### config.mk
export PLATFORM = sky130hd
export DESIGN_NAME = spi_dual_rx
export DESIGN_NICKNAME = d
export VERILOG_FILES = /design/src/rtl/spi_pkg.sv /design/src/rtl/spi_sync_edge.sv /design/src/rtl/spi_dual_rx.sv
export SDC_FILE = /design/constraint.sdc
export NUM_CORES = 1
export LEC_CHECK = 0
export BUFFER_PORTS_ARGS = -buffer_cell sky130_fd_sc_hd__buf_4
export CORE_MARGIN = 5
export CORE_UTILIZATION = 55
export CTS_BUF_LIST = sky130_fd_sc_hd__clkbuf_16
export DETAILED_ROUTE_END_ITERATION = 8
export HOLD_SLACK_MARGIN = 0.15
export PLACE_DENSITY = 0.78
export SKIP_LAST_GASP = 1
export SYNTH_ARGS = -nofsm -noshare
export SYNTH_HDL_FRONTEND = slang
export SYNTH_SLANG_ARGS = --single-unit
### constraint.sdc
create_clock -name PCLK -period 2.15 [get_ports PCLK]
set_clock_uncertainty 0.15 [all_clocks]
set_input_delay 0.3225 -clock PCLK [delete_from_list [all_inputs] [get_ports PCLK]]
set_output_delay 0.3225 -clock PCLK [all_outputs]
set_load 0.01 [all_outputs]
### src/rtl/spi_pkg.sv
// Shared constants and FSM encoding for the dual-lane SPI receiver.
package spi_pkg;

  localparam int unsigned BYTE_W          = 8;
  localparam int unsigned TIMEOUT_CYC_DEF = 64;

  localparam logic [0:0] ST_IDLE = 1'b0;
  localparam logic [0:0] ST_RECV = 1'b1;

endpackage

### src/rtl/spi_sync_edge.sv
// Two-flop synchronizer for a small bus; bit 0 additionally gets a third flop
// for sampling-edge detection, so SCLK and the data lanes see equal delay.
module spi_sync_edge #(
  parameter int unsigned   W       = 3,
  parameter logic [W-1:0]  RST_VAL = '0,
  parameter bit            CPOL    = 1'b0
) (
  input  logic         clk,
  input  logic         rst_n,
  input  logic [W-1:0] i_d,
  output logic [W-1:1] o_q,
  output logic         o_edge_c
);

  logic [W-1:0] r_s1;
  logic [W-1:0] r_s2;
  logic         r_s3;

  always_ff @(posedge clk or negedge rst_n) begin
    if (!rst_n) begin
      r_s1 <= RST_VAL;
      r_s2 <= RST_VAL;
      r_s3 <= RST_VAL[0];
    end else begin
      r_s1 <= i_d;
      r_s2 <= r_s1;
      r_s3 <= r_s2[0];
    end
  end

  // Sampling edge is the first transition leaving the idle level.
  assign o_edge_c = CPOL ? (r_s3 & ~r_s2[0]) : (r_s2[0] & ~r_s3);
  assign o_q      = r_s2[W-1:1];

endmodule

### src/rtl/spi_dual_rx.sv
// Dual-lane SPI receiver: captures one byte per lane per 8 SCLK sampling edges,
// with ready/valid hand-off, sticky overrun and an intra-byte timeout.
module spi_dual_rx
  import spi_pkg::*;
#(
  parameter int unsigned TIMEOUT_CYC = TIMEOUT_CYC_DEF,
  parameter bit          CPOL        = 1'b0
) (
  input  logic              PCLK,
  input  logic              PRESETN,
  input  logic              SCLK,
  input  logic              SDI_0,
  input  logic              SDI_1,
  input  logic              EN,
  input  logic              RX_READY,
  input  logic              OVR_CLR,
  output logic [BYTE_W-1:0] RX_DATA_0,
  output logic [BYTE_W-1:0] RX_DATA_1,
  output logic              RX_VALID,
  output logic              RX_BUSY,
  output logic              OVERRUN,
  output logic              ABORT,
  output logic [7:0]        ABORT_CNT
);

  localparam int unsigned TO_W = $clog2(TIMEOUT_CYC);
  localparam int unsigned BC_W = $clog2(BYTE_W);

  logic [1:0]        w_sdi;
  logic              w_edge;

  logic [0:0]        r_state,     w_state_n;
  logic [BC_W-1:0]   r_bit_cnt,   w_bit_cnt_n;
  logic [TO_W-1:0]   r_to_cnt,    w_to_cnt_n;
  logic [BYTE_W-1:0] r_sh0,       w_sh0_n;
  logic [BYTE_W-1:0] r_sh1,       w_sh1_n;
  logic [BYTE_W-1:0] r_data0,     w_data0_n;
  logic [BYTE_W-1:0] r_data1,     w_data1_n;
  logic              r_valid,     w_valid_n;
  logic              r_ovr,       w_ovr_n;
  logic              r_abort,     w_abort;
  logic [7:0]        r_abort_cnt, w_abort_cnt_n;
  logic              w_done;
  logic              w_ovr_set;

  spi_sync_edge #(
    .W       (3),
    .RST_VAL ({2'b00, CPOL}),
    .CPOL    (CPOL)
  ) u_sync (
    .clk      (PCLK),
    .rst_n    (PRESETN),
    .i_d      ({SDI_1, SDI_0, SCLK}),
    .o_q      (w_sdi),
    .o_edge_c (w_edge)
  );

  // Next-state: bit framing, timeout and hand-off to the held byte pair.
  always_comb begin
    w_state_n     = r_state;
    w_bit_cnt_n   = r_bit_cnt;
    w_to_cnt_n    = r_to_cnt;
    w_sh0_n       = r_sh0;
    w_sh1_n       = r_sh1;
    w_data0_n     = r_data0;
    w_data1_n     = r_data1;
    w_valid_n     = r_valid;
    w_abort_cnt_n = r_abort_cnt;
    w_done        = 1'b0;
    w_abort       = 1'b0;
    w_ovr_set     = 1'b0;

    case (r_state)
      ST_IDLE: begin
        w_bit_cnt_n = '0;
        w_to_cnt_n  = '0;
        if (EN && w_edge) begin
          w_sh0_n     = {r_sh0[BYTE_W-2:0], w_sdi[0]};
          w_sh1_n     = {r_sh1[BYTE_W-2:0], w_sdi[1]};
          w_bit_cnt_n = BC_W'(1);
          w_state_n   = ST_RECV;
        end
      end
      default: begin
        if (!EN) begin
          w_state_n   = ST_IDLE;
          w_bit_cnt_n = '0;
          w_to_cnt_n  = '0;
        end else if (w_edge) begin
          // An edge beats a coincident timeout.
          w_sh0_n    = {r_sh0[BYTE_W-2:0], w_sdi[0]};
          w_sh1_n    = {r_sh1[BYTE_W-2:0], w_sdi[1]};
          w_to_cnt_n = '0;
          if (r_bit_cnt == BC_W'(BYTE_W - 1)) begin
            w_done      = 1'b1;
            w_state_n   = ST_IDLE;
            w_bit_cnt_n = '0;
          end else begin
            w_bit_cnt_n = r_bit_cnt + BC_W'(1);
          end
        end else if (r_to_cnt == TO_W'(TIMEOUT_CYC - 1)) begin
          w_abort     = 1'b1;
          w_state_n   = ST_IDLE;
          w_bit_cnt_n = '0;
          w_to_cnt_n  = '0;
        end else begin
          w_to_cnt_n = r_to_cnt + TO_W'(1);
        end
      end
    endcase

    if (w_done) begin
      if (!r_valid || RX_READY) begin
        w_data0_n = w_sh0_n;
        w_data1_n = w_sh1_n;
        w_valid_n = 1'b1;
      end else begin
        w_ovr_set = 1'b1;
      end
    end else if (r_valid && RX_READY) begin
      w_valid_n = 1'b0;
    end

    w_ovr_n = w_ovr_set | (r_ovr & ~OVR_CLR);

    if (w_abort && (r_abort_cnt != 8'hFF)) begin
      w_abort_cnt_n = r_abort_cnt + 8'd1;
    end
  end

  always_ff @(posedge PCLK or negedge PRESETN) begin
    if (!PRESETN) begin
      r_state     <= ST_IDLE;
      r_bit_cnt   <= '0;
      r_to_cnt    <= '0;
      r_sh0       <= '0;
      r_sh1       <= '0;
      r_data0     <= '0;
      r_data1     <= '0;
      r_valid     <= 1'b0;
      r_ovr       <= 1'b0;
      r_abort     <= 1'b0;
      r_abort_cnt <= '0;
    end else begin
      r_state     <= w_state_n;
      r_bit_cnt   <= w_bit_cnt_n;
      r_to_cnt    <= w_to_cnt_n;
      r_sh0       <= w_sh0_n;
      r_sh1       <= w_sh1_n;
      r_data0     <= w_data0_n;
      r_data1     <= w_data1_n;
      r_valid     <= w_valid_n;
      r_ovr       <= w_ovr_n;
      r_abort     <= w_abort;
      r_abort_cnt <= w_abort_cnt_n;
    end
  end

  assign RX_DATA_0 = r_data0;
  assign RX_DATA_1 = r_data1;
  assign RX_VALID  = r_valid;
  assign RX_BUSY   = (r_state == ST_RECV);
  assign OVERRUN   = r_ovr;
  assign ABORT     = r_abort;
  assign ABORT_CNT = r_abort_cnt;

endmodule

==> results.ini, run 1 <==
[global_route]
grt_start_max_net_pins=61
overflow=0
grt_pass1_wl_um=7610
antenna_found_initial=0
grt_usage_pct=18.3
grt_pass1_vias=1590

[outcome]
status=completed

[worst_setup_path]
worstPathCellList=ha_1, nand3_1, nor4_4, nand2_4, mux2_4
timing_worst_setup_path_type=reg2reg
cpPeakStageDelay_ps=520
cp_slowest_cell=nor4_4
start_kind=register
crit_cells=5
crit_required_ps=2200
crit_path_start=r_to_cnt[0]
critPathCaptureType=register
critPathTopFamily=simple AND/OR/NAND/NOR gates
crit_buf_inv=0
r2r_start=r_to_cnt[0]
path_max_fanout=8
r2r_cells=5
critPathArrivalTime_ps=2000

[routing]
vias=1399
wl_per_cell_um=16.4
ant_nets=0
drc=0
wl_um=4280
first_iter_violations=99
firstDrtPassIters=4
viasPerCell=5.36

[sta]
fin_crit_sh_pct=90.5
min_period_ps=1940
hold_viol_final=0
tns_ps=0
maxSlewHeadroom_pct=52.7
fmax_mhz=514
final-setup-viol-count=0
rsz0062_at_grt=false
maxSlewViolCount=0
worst_pin_slew_ps=710
hold_ws_ps=183

[power_and_ir_drop]
pwr-share-comb_pct=7.6
leakage_nw=1.51
p_total_mw=3.04
seqPwrFrac_pct=43.7
p_sw_mw=0.653
p_int_mw=2.39
p_clk_share_pct=48.7
peakVddDrop_mv=0.778
p_sw_share_pct=21.5
power_density_nw_per_um2=1000

[layout]
fillCellCount=263
diodes=0
stdcell_area_um2=3040
regArea_um2=1500
multi_input_area_um2=821
finalNetCount=218
area_delta_synth_final_pct=28.5
drive_gt1_share_pct=42.2

[synth]
syn_nets=170
syn_inst=158
ys.flop_type=dfrtp_1
synth_area_um2=2360
async_flop_share_pct=100
synth-seq-cells=60
yosysWarningCount=0
synth-edff-count=0
ys_types=30
syn_area_per_cell_um2=15.0
ys_seq_area_share_pct=63.5

[clock_tree]
cts_tree=done
cts_resized=0
cts_buffers=9
cts.path.max_buffers=2
clock-sinks=60
clk_pin_slew_ps=50
clockRootBuffer=clkbuf_16
clkLatencyLatePin_ps=320
cts_max_level=3

[place]
dpl.hpwl_um=2770
place_area_um2=2670
portBuffers=35
gp_congestion=0.832

[die]
io_pins=36
rows=23
die_h_um=75.6
dieArea_um2=5710
start_util_pct=57.9
die_x_um=75.6
core_area_um2=4090

[run]
drv_cap=0

[min_path]
hp-start=EN
hold_class=in2reg
hold_path_depth=3

==> power groups by stage <==
stage	registers (mW)	logic, mW	clock network [mW]
5_1_grt	1.35	0.252	1.57
3_3_place_gp	1.33	0.201	0
6_report	1.33	0.231	1.48
3_5_place_dp	1.34	0.216	0
4_1_cts	1.33	0.233	1.51
2_1_floorplan	1.32	0.151	0
==> synth_stat cells, types with 2 or more instances <==
cell / n / area [µm²]
nand2_1: 6 / 22.5
xnor2_1: 9 / 78.8
and4_1: 2 / 17.5
buf_6: 3 / 33.8
nand3_1: 8 / 40.0
a32o_1: 2 / 20.0
dfrtp_1: 60 / 1500
and2_1: 2 / 12.5
nor2_1: 6 / 22.5
and3_1: 4 / 25.0
nand4_1: 2 / 12.5
mux2_2: 31 / 349
nand2b_1: 2 / 12.5
xor2_1: 2 / 17.5
ha_1: 4 / 50.1
==> routing by layer <==
| metal | vias up | GRT usage (%) | share of wire, % |
|---|---|---|---|
| li1 | 649 | - | - |
| met1 | 710 | 22.0 | 42 |
| met2 | 30 | 28.8 | 51 |
| met3 | 10 | 5.67 | 4.1 |
| met4 | 0 | 11.1 | 2.6 |
| met5 | - | 0 | 0 |
==> worst reg2reg max path: stages (launching register included) <==
cell     delay (ps)
dfrtp_1         390
ha_1            210
nand3_1         150
nor4_4          520
nand2_4          90
mux2_4          310
==> state kept, by name, summed over array words and instances, names as in the netlist <==
signal       cells
RX_BUSY          1
r_bit_cnt        3
u_sync.r_s2      3
OVERRUN          1
u_sync.r_s1      3
u_sync.r_s3      1
ABORT_CNT        8
r_sh1            8
RX_VALID         1
r_to_cnt         6
RX_DATA_1        8
RX_DATA_0        8
r_sh0            8
ABORT            1
==> logic make-up after synthesis <==
group | synth area share [%]
flip-flops | 63.5
buffers and inverters | 1.80
multiplexers | 15.9
AO/OA/AOI/OAI | 2.28
AND/OR/NAND/NOR | 10.4
adder cells (fa/ha/maj) | 2.12
XOR/XNOR | 4.07
==> stage by stage <==
| stage | util, % | setup slack, ps | cells |
|---|---|---|---|
| after CTS | 74.4 | 208 | 261 |
| after detailed placement | 65.4 | 231 | 240 |
| after global placement | 65.4 | 258 | 240 |
| final | 74.4 | 205 | 261 |
| after global routing | 74.4 | 72.6 | 261 |
| after floorplan | - | 389 | 158 |
==> worst paths after layout <==
check / slack (ps) / to
setup / recovery: 210 / ABORT_CNT[1]
hold / removal: 180 / ABORT
setup reg to reg: 210 / ABORT_CNT[1]
hold reg to reg: 200 / u_sync.r_s2[1]
max in group asynchronous: 930 / ABORT_CNT[0]
min in group asynchronous: 450 / r_to_cnt[5]
==> cells in the final DEF (no fill, tap or decap), drive strengths merged, types with 3 or more instances in the layout <==
master	count
dfrtp	60
nand4	3
nand3	8
xnor2	9
and3	4
dlygate4sd3	5
buf	36
nand2	8
mux2	33
clkbuf	9
nor2	6
ha	4
==> layout make-up <==
class	instances	area share [%]
clock buffers	9	7.41
clock inverters	7	3.05
inverters	1	0.124
multi-input cells	93	27.0
flip-flops and latches	60	49.4
well taps	50	2.06
repair buffers	41	11.0
==> repair_timing <==
| action | CTS | global route |
|---|---|---|
| setup buffers | 0 | 0 |
| hold buffers | 5 | 0 |
| endpoints found under the hold margin | 64 | 0 |
Note: power is estimated with default switching activity, not from simulation.
==> inputs of run 2 (changes only) <==
Settings changed: CORE_UTILIZATION 55 to 58, CTS_BUF_LIST sky130_fd_sc_hd__clkbuf_16 to sky130_fd_sc_hd__clkbuf_8, PLACE_DENSITY 0.78 to 0.81.
==> run 2 against run 1 <==
Sequential power is essentially flat. Clock-buffer cell count increased by 1. Critical endpoint unchanged. Combinational power decreased by 6%. Die area down 4.5%. Worst setup slack got worse by 49 ps. Sequential cell count stayed put.
==> results.ini, run 2 (synthesis results as in run 1) <==
[routing]
ant_nets=0  ; unchanged
viasPerCell=5.37  ; was 5.36
drc=0  ; unchanged
first_iter_violations=112  ; was 99
wl_per_cell_um=16.0  ; was 16.4 µm
firstDrtPassIters=4  ; unchanged
vias=1407  ; was 1,399
wl_um=4180  ; was 4280 µm

[global_route]
grt_pass1_vias=1577  ; was 1,590
grt_usage_pct=18.2  ; was 18.3%
grt_start_max_net_pins=61  ; unchanged
antenna_found_initial=0  ; unchanged
grt_pass1_wl_um=7460  ; was 7610 µm
overflow=0  ; unchanged

[sta]
fmax_mhz=502  ; was 514 MHz
worst_slack_ps=156  ; was 205 ps
min_period_ps=1990  ; was 1940 ps
rsz0062_at_grt=false  ; unchanged
maxSlewViolCount=0  ; unchanged
maxSlewHeadroom_pct=52.0  ; was 52.7%
fin_crit_sh_pct=92.7  ; was 90.5%
final-setup-viol-count=0  ; unchanged
hold_ws_ps=190  ; was 183 ps
hold_viol_final=0  ; unchanged
worst_pin_slew_ps=720  ; was 710 ps
tns_ps=0  ; unchanged

[clock_tree]
cts.path.max_buffers=2  ; unchanged
clk_pin_slew_ps=60  ; was 50 ps
cts_tree=done  ; unchanged
clock-sinks=60  ; unchanged
cts_resized=0  ; unchanged
clkLatencyLatePin_ps=320  ; about the same
clockRootBuffer=clkbuf_8  ; was clkbuf_16
cts_max_level=3  ; unchanged
cts_buffers=9  ; unchanged

[die]
die_x_um=73.9  ; was 75.6 µm
dieArea_um2=5450  ; was 5710 µm²
io_pins=36  ; unchanged
rows=23  ; unchanged
start_util_pct=59.5  ; was 57.9%
die_h_um=73.9  ; was 75.6 µm
core_area_um2=3970  ; was 4090 µm²

[worst_setup_path]
critPathArrivalTime_ps=2050  ; was 2000 ps
r2r_start=r_to_cnt[0]  ; unchanged
timing_worst_setup_path_type=reg2reg  ; unchanged
crit_path_start=r_to_cnt[0]  ; unchanged
crit_required_ps=2200  ; about the same
critPathCaptureType=register  ; unchanged
start_kind=register  ; unchanged
path_max_fanout=8  ; unchanged

[layout]
drive_gt1_share_pct=42.0  ; was 42.2%
finalNetCount=219  ; was 218
fillCellCount=254  ; was 263
final_common_cell=dfrtp_1  ; unchanged
diodes=0  ; unchanged
area_delta_synth_final_pct=24.6  ; was 28.5%
final_cell_mix=dfrtp_1 (60), buf_4 (36), mux2_2 (31)  ; was dfrtp_1 (60), buf_4 (35), mux2_2 (31)

[power_and_ir_drop]
leakage_nw=1.48  ; was 1.51 nW
peakVddDrop_mv=0.901  ; was 0.778 mV
power_density_nw_per_um2=890  ; was 1000 nW/µm²

[outcome]
status=completed  ; unchanged

[place]
dpl.hpwl_um=2830  ; was 2770 µm
pre_cts_ws_ps=199  ; was 231 ps
portBuffers=35  ; unchanged
gp_congestion=0.752  ; was 0.832

[run]
drv_cap=0  ; unchanged

[min_path]
hold_class=in2reg  ; unchanged
hp-start=EN  ; unchanged

==> run 2: changes by cell type in the layout (fill, tap and decap cells not counted), sizes merged <==
cell,previous run,this run
buf,36,37
clkbuf,9,10
clkinv,2,1
clkinvlp,2,1
inv,2,3
==> run 2: final timing paths <==
path / to / slack (ps) / depth (start not counted)
worst max-delay path: ABORT_CNT[1] / 160 / 5
worst min-delay path: ABORT / 190 / 3
worst max register to register: ABORT_CNT[1] / 160 / 5
worst min register to register: u_sync.r_s2[0] / 200 / 0
max in group asynchronous: r_sh0[3] / 930 / 2
min in group asynchronous: u_sync.r_s2[0] / 450 / 2
==> run 2: power breakdown <==
group / internal (mW) / switching [mW] / leakage (nW)
Combinational: 0.120 / 0.0975 / 0.570
Sequential: 1.26 / 0.0634 / 0.797
Clock: 0.673 / 0.409 / 0.115
==> run 2: repair_timing <==
item,4_1_cts,5_1_grt
hold endpoints to repair,64,0
hold buffers,5,0
buffers inserted,0,0
==> run 2: area by class of cell <==
class                   instances  area [µm²]  share of cell area [%]
multi-input cells              93         821                    27.9
well taps                      50        62.6                    2.12
inverters                       1        3.75                   0.127
clock buffers                  10         138                    4.67
flip-flops and latches         60        1500                    51.0
repair buffers                 42         340                    11.5
clock inverters                 6        80.1                    2.72
==> run 2: stage by stage <==
step                      utilization [%]  instances  total power [mW]  instance area (µm²)
after floorplan                         -        158              1.47                 2360
after global placement               67.5        241              1.53                 2680
after detailed placement             67.5        241              1.56                 2680
after CTS                            74.2        262              2.65                 2950
after global routing                 74.2        262              2.75                 2950
final                                74.2        262              2.62                 2950
==> run 2: worst max-delay path, cell delays in order, from the launching register on <==
cell and delay, ps:
dfrtp_1 400, ha_1 230, nand3_1 160, nor4_4 520
nand2_4 90, mux2_4 310
==> run 2: metal layers <==
layer	up-vias	routed length, µm	track usage, %
li1	651	-	-
met1	715	1700	22.3
met2	34	2230	30.4
met3	7	196	4.38
met4	0	57	8.45
met5	-	0	0
